[src/rtl/relocador_enderecos.sv]
// Logical-to-physical branch target relocation with a per-process base/limit table.
// Bounds checking is compiled in by defining RELOC_LIMIT_CHECK_EN.
module relocador_enderecos #(
    parameter int ADDR_W    = 11,
    parameter int NUM_PROC  = 8,
    parameter int TAM_BLOCO = 200,
    localparam int PROC_W   = $clog2(NUM_PROC)
) (
    input  logic              clock,
    input  logic              reset,
    input  logic              req_valid,
    output logic              req_ready,
    input  logic [PROC_W-1:0] req_proc,
    input  logic [ADDR_W-1:0] req_addr,
    output logic              rsp_valid,
    output logic [ADDR_W-1:0] rsp_addr,
    output logic              rsp_fault,
    input  logic              cfg_we,
    input  logic [PROC_W-1:0] cfg_proc,
    input  logic [ADDR_W-1:0] cfg_base,
    input  logic [ADDR_W-1:0] cfg_limit,
    output logic              busy
);

    // state   | meaning
    // ST_INIT | walking the table, loading default base/limit, one entry per cycle
    // ST_RUN  | translating requests, accepting cfg writes
    typedef enum logic {ST_INIT, ST_RUN} state_t;

    localparam logic [ADDR_W-1:0] TAM_LIM = ADDR_W'(TAM_BLOCO);

    state_t            state, state_nx;
    logic [PROC_W-1:0] cnt;
    logic [ADDR_W-1:0] init_base;
    logic [ADDR_W-1:0] base_tab [NUM_PROC];
    logic              accept;
    logic [ADDR_W-1:0] sel_base;
    logic [ADDR_W-1:0] sum_addr;
    logic [ADDR_W-1:0] rsp_addr_nx;
    logic              rsp_fault_nx;

    always_ff @(posedge clock) begin
        if (!reset) state <= ST_INIT;
        else        state <= state_nx;
    end

    always_comb begin
        state_nx = state;
        if (state == ST_INIT && cnt == PROC_W'(NUM_PROC - 1))
            state_nx = ST_RUN;
    end

    always_comb begin
        busy      = (state == ST_INIT);
        req_ready = (state == ST_RUN);
    end

    always_ff @(posedge clock) begin
        if (!reset)               cnt <= '0;
        else if (state == ST_INIT) cnt <= cnt + 1'b1;
    end

    assign init_base = ADDR_W'(32'(cnt) * 32'(TAM_BLOCO));

    // The table itself needs no reset: INIT rewrites every entry before RUN.
    always_ff @(posedge clock) begin
        if (reset) begin
            if (state == ST_INIT)  base_tab[cnt]      <= init_base;
            else if (cfg_we)       base_tab[cfg_proc] <= cfg_base;
        end
    end

    assign accept   = req_valid && req_ready;
    assign sel_base = base_tab[req_proc];
    assign sum_addr = req_addr + sel_base;

`ifdef RELOC_LIMIT_CHECK_EN
    logic [ADDR_W-1:0] limit_tab [NUM_PROC];

    always_ff @(posedge clock) begin
        if (reset) begin
            if (state == ST_INIT)  limit_tab[cnt]      <= TAM_LIM;
            else if (cfg_we)       limit_tab[cfg_proc] <= cfg_limit;
        end
    end

    always_comb begin
        rsp_addr_nx  = sum_addr;
        rsp_fault_nx = 1'b0;
        if (req_addr >= limit_tab[req_proc]) begin
            rsp_addr_nx  = sel_base;
            rsp_fault_nx = 1'b1;
        end
    end
`else
    logic unused_cfg_limit;
    assign unused_cfg_limit = ^{cfg_limit, TAM_LIM};

    always_comb begin
        rsp_addr_nx  = sum_addr;
        rsp_fault_nx = 1'b0;
    end
`endif

    always_ff @(posedge clock) begin
        if (!reset) begin
            rsp_valid <= 1'b0;
            rsp_addr  <= '0;
            rsp_fault <= 1'b0;
        end else begin
            rsp_valid <= accept;
            if (accept) begin
                rsp_addr  <= rsp_addr_nx;
                rsp_fault <= rsp_fault_nx;
            end
        end
    end

endmodule

[config.mk]
export PLATFORM = sky130hd
export DESIGN_NAME = relocador_enderecos
export DESIGN_NICKNAME = d
export VERILOG_FILES = /design/src/rtl/relocador_enderecos.sv
export SDC_FILE = /design/constraint.sdc
export NUM_CORES = 1
export LEC_CHECK = 0
export CAP_MARGIN = 20
export CORE_MARGIN = 10
export CORE_UTILIZATION = 25
export DETAILED_ROUTE_END_ITERATION = 10
export GPL_TIMING_DRIVEN = 0
export PLACE_DENSITY = 0.5
export SETUP_SLACK_MARGIN = 0.5
export SLEW_MARGIN = 20
export SYNTH_ARGS = -nofsm -noshare
export SYNTH_HDL_FRONTEND = slang
export SYNTH_SLANG_ARGS = --single-unit
[constraint.sdc]
create_clock -name clock -period 4.64 [get_ports clock]
set_input_delay 0.928 -clock clock [delete_from_list [all_inputs] [get_ports clock]]
set_output_delay 0.928 -clock clock [all_outputs]
set_load 0.01 [all_outputs]
==> run metrics <==
gr ovfl total=0; busiest grt layer=met2; Seq/Total Area, Yosys=63.32%; Top delay family on crit path=buffers and inverters; Placed Instances=roughly 600; WHS=between 0.4 and 0.5 ns; Die Area=roughly 25000 sq um; CP required=about 5 ns; number of global-route vias before repair=a little under 3000; design area=about 5700 sq um; YS warnings=0; Pre-Repair DR Iteration Count=4; Post-DP HPWL=slightly below 8 mm; GR met3 Demand/Resource=between 2 and 2.5%; P_int=between 1.5 and 2 mW; CTS Hold Bufs=0; sequential power share=between 50 and 60%; # port buffers=44; Vias=between 2000 and 3000; largest cells by area after synthesis=edfxtp_1 56%, mux4_2 9.6%, dfxtp_1 6.8%, ha_1 4.3%, nand2_1 2.3%; top_reg_cell synth=edfxtp_1; placed instance area=between 5000 and 6000 sq um; Hold Path Class=flip-flop to flip-flop; CTS max path bufs=2; clk slew on worst S/H paths=0.07 ns; crit end category=flip-flop; Clock Sinks=about 100; GRT Util Overall=around a tenth; First DRT Iteration DRCs=about 130; CP Cell Sequence=clkdlybuf4s50_1, clkbuf_1, mux2_2, ha_1, inv_1, fa_1, nor2b_4, o31a_1, o211a_1, or3_1, a31o_1; area occupied by multi-input gates=approximately 1600 sq um; switch share=24.04%; RSZ-0062 raised after global routing=no; CTS tree=done; #FFs+latches synth=104; Mapped Area=4679 sq um; final setup violation count=0; GPL Wtd Cong=0.7400; # H-tree levels=3; Die Width=around 160 microns; P_leak=between 1.5 and 2 nW; crit path max-delay cell type=clkbuf_1; worst skew pair latency=around 0.34 ns; clock share of power=35.2%; Initial Utilization=25.70%; WP buf/inv=3; post-synth top area share=between 50% and 60%; Max IR drop VDD=about 0.19 mV; Critical Path Fanout Max=10; Final Max Slew Viols=0; max incr delay on CP=0.65 ns; Post-CTS Setup Inserts=0; period utilization=between 80% and 90%; M1 GR Usage=11.71%; Synth Area per Inst=roughly 15 sq um; Slew @ Worst Pin=0.8526 ns; IO Pins=58; fraction of layout cells with a size suffix above 1=~17%; Final Non-Filler Cells=around 600; Final Util=a little under a third; fmax=251.4 MHz; Inserted Clock Buffers=9; drt drc=0; met2 Use GR=around 16%; DP Worst Slack=approximately 0.013 ns; nets@finish=about 430; Critical Path Source Type=input pin; Root Driver=clkbuf_16; initial antenna violation count=0; Rel. slew slack=a little over two fifths; synthesized instance count=310; sum of negative setup slack=0 ns; ANT cells=0; Core Rows=49; Min Clock Period, post-route=between 3 and 4 ns; internal reg-to-reg setup slack=approximately 1.8 ns; Tot Pwr=about 2 mW; first-pass GRT wire length=17.53 mm; Post-synth EDFFs=88; CP Class=input pin to flip-flop; final WL=11.26 mm; status=finished, final reports clean; Async S/R FF share, synth=0%; sw power=between 0.4 and 0.5 mW; Worst EP arrival=between 4 and 5 ns; power per standard cell area=350.7 nW/um^2; Setup Skew=0.01132 ns; number of max-cap violations=0; post-synthesis cell type count=49; largest net degree at the start of global routing=18; area grow syn2layout=22.03%; Final Hold Vio Count=0; # fillers=about 1800; syn_nets=370; Avg Vias per Cell=roughly 4.7; Avg WL per Cell=18.84 microns; die extent in y=~160 microns; Yosys top cell by area=edfxtp_1; Comb power frac=a little under an eighth; FF+latch area=approximately 3000 sq um; setup ws final=0.6623 ns; core box area=18210 sq um; Detail Route Antenna Nets=0
## placed cells by master, fill, tap and decap left out, types with 2 or more instances in the layout
| cell | instances |
|---|---|
| edfxtp_1 | 88 |
| clkdlybuf4s50_1 | 44 |
| nand2_1 | 29 |
| mux4_2 | 20 |
| ha_1 | 16 |
| dfxtp_1 | 16 |
| inv_1 | 9 |
| mux2_2 | 9 |
| clkbuf_16 | 9 |
| clkbuf_1 | 8 |
| nand3_1 | 8 |
| o21ai_0 | 8 |
| nor2_2 | 8 |
| nor3_1 | 6 |
| and3_1 | 5 |
| and2_1 | 5 |
| mux2i_1 | 4 |
| nor2b_1 | 4 |
| a31oi_1 | 4 |
| nor3b_1 | 4 |
| a21o_1 | 4 |
| o211ai_1 | 4 |
| or3_1 | 4 |
| buf_2 | 3 |
| o21ai_1 | 3 |
| nor2_1 | 3 |
| a21oi_1 | 3 |
| o21a_1 | 3 |
| o211a_1 | 3 |
| a21boi_1 | 3 |
| buf_6 | 2 |
| nand4_1 | 2 |
| nand3b_1 | 2 |
| mux4_1 | 2 |
| clkinv_2 | 2 |
| inv_6 | 2 |
## final timing paths
| path | startpoint | endpoint | cells past startpoint |
|---|---|---|---|
| setup / recovery | req_proc[2] | rsp_addr[8] | 11 |
| hold / removal | rsp_addr[0] | rsp_addr[0] | 2 |
| setup reg to reg | base_tab[3][0] | rsp_addr[8] | 10 |
| hold reg to reg | rsp_addr[0] | rsp_addr[0] | 2 |
## area by class of cell
cell class	count	area share (%)
sequential	104	51.88
multi-input combinational	182	28.70
timing repair buffer	44	7.713
tap	229	5.018
clock buffer	9	3.944
buffer	14	1.315
clock inverter	6	0.7669
inverter	10	0.6573
## cells in the mapped netlist (all sizes together), types with 6 or more instances
cell,instances
nor3,6
nand3,8
mux4,22
clkbuf,8
edfxtp,88
nor2,11
nand2,29
dfxtp,16
o21ai,11
mux2,9
ha,16
inv,10
buf,6
## tightest hold or removal path: stages, from the launching register on
cell	delay, ns
dfxtp_1	0.31
nand2_1	0.05
a21boi_1	0.05
## flip-flops by register name, summed over array words and instances (netlist names)
name,count
base_tab,88
cnt,3
req_ready,1
rsp_addr,11
rsp_valid,1
## layer usage
layer  routed length, microns  up-vias
met3                      342       11
met2                     5790       37
met4                      137        0
li1                         -     1313
met5                        0        -
met1                     4994     1439
## cells by family after synthesis
| logic type | Yosys count | synth area share [%] |
|---|---|---|
| muxes | 35 | 13.77 |
| DFF | 104 | 63.32 |
| other | 1 | 0.08014 |
| adders and majority gates | 17 | 4.706 |
| and+or+nand+nor | 85 | 9.438 |
| xor gates and xnor gates | 2 | 0.3744 |
| AOI/OAI and AO/OA | 42 | 6.230 |
| buffers and inverters | 24 | 2.085 |
## power groups by stage
stage	clock network, mW	logic (mW)	registers [mW]
2_1_floorplan	0	0.150	1.08
3_3_place_gp	0	0.231	1.08
3_5_place_dp	0	0.239	1.08
4_1_cts	0.722	0.240	1.06
5_1_grt	0.761	0.265	1.06
6_report	0.705	0.236	1.06
## repair_timing
| item | 4_1_cts | 5_1_grt |
|---|---|---|
| endpoints found under the setup margin | 2 | 1 |
| gates resized for setup | 4 | 2 |
| pin swaps | 0 | 0 |
No activity file was read; power rests on OpenSTA's default activity.
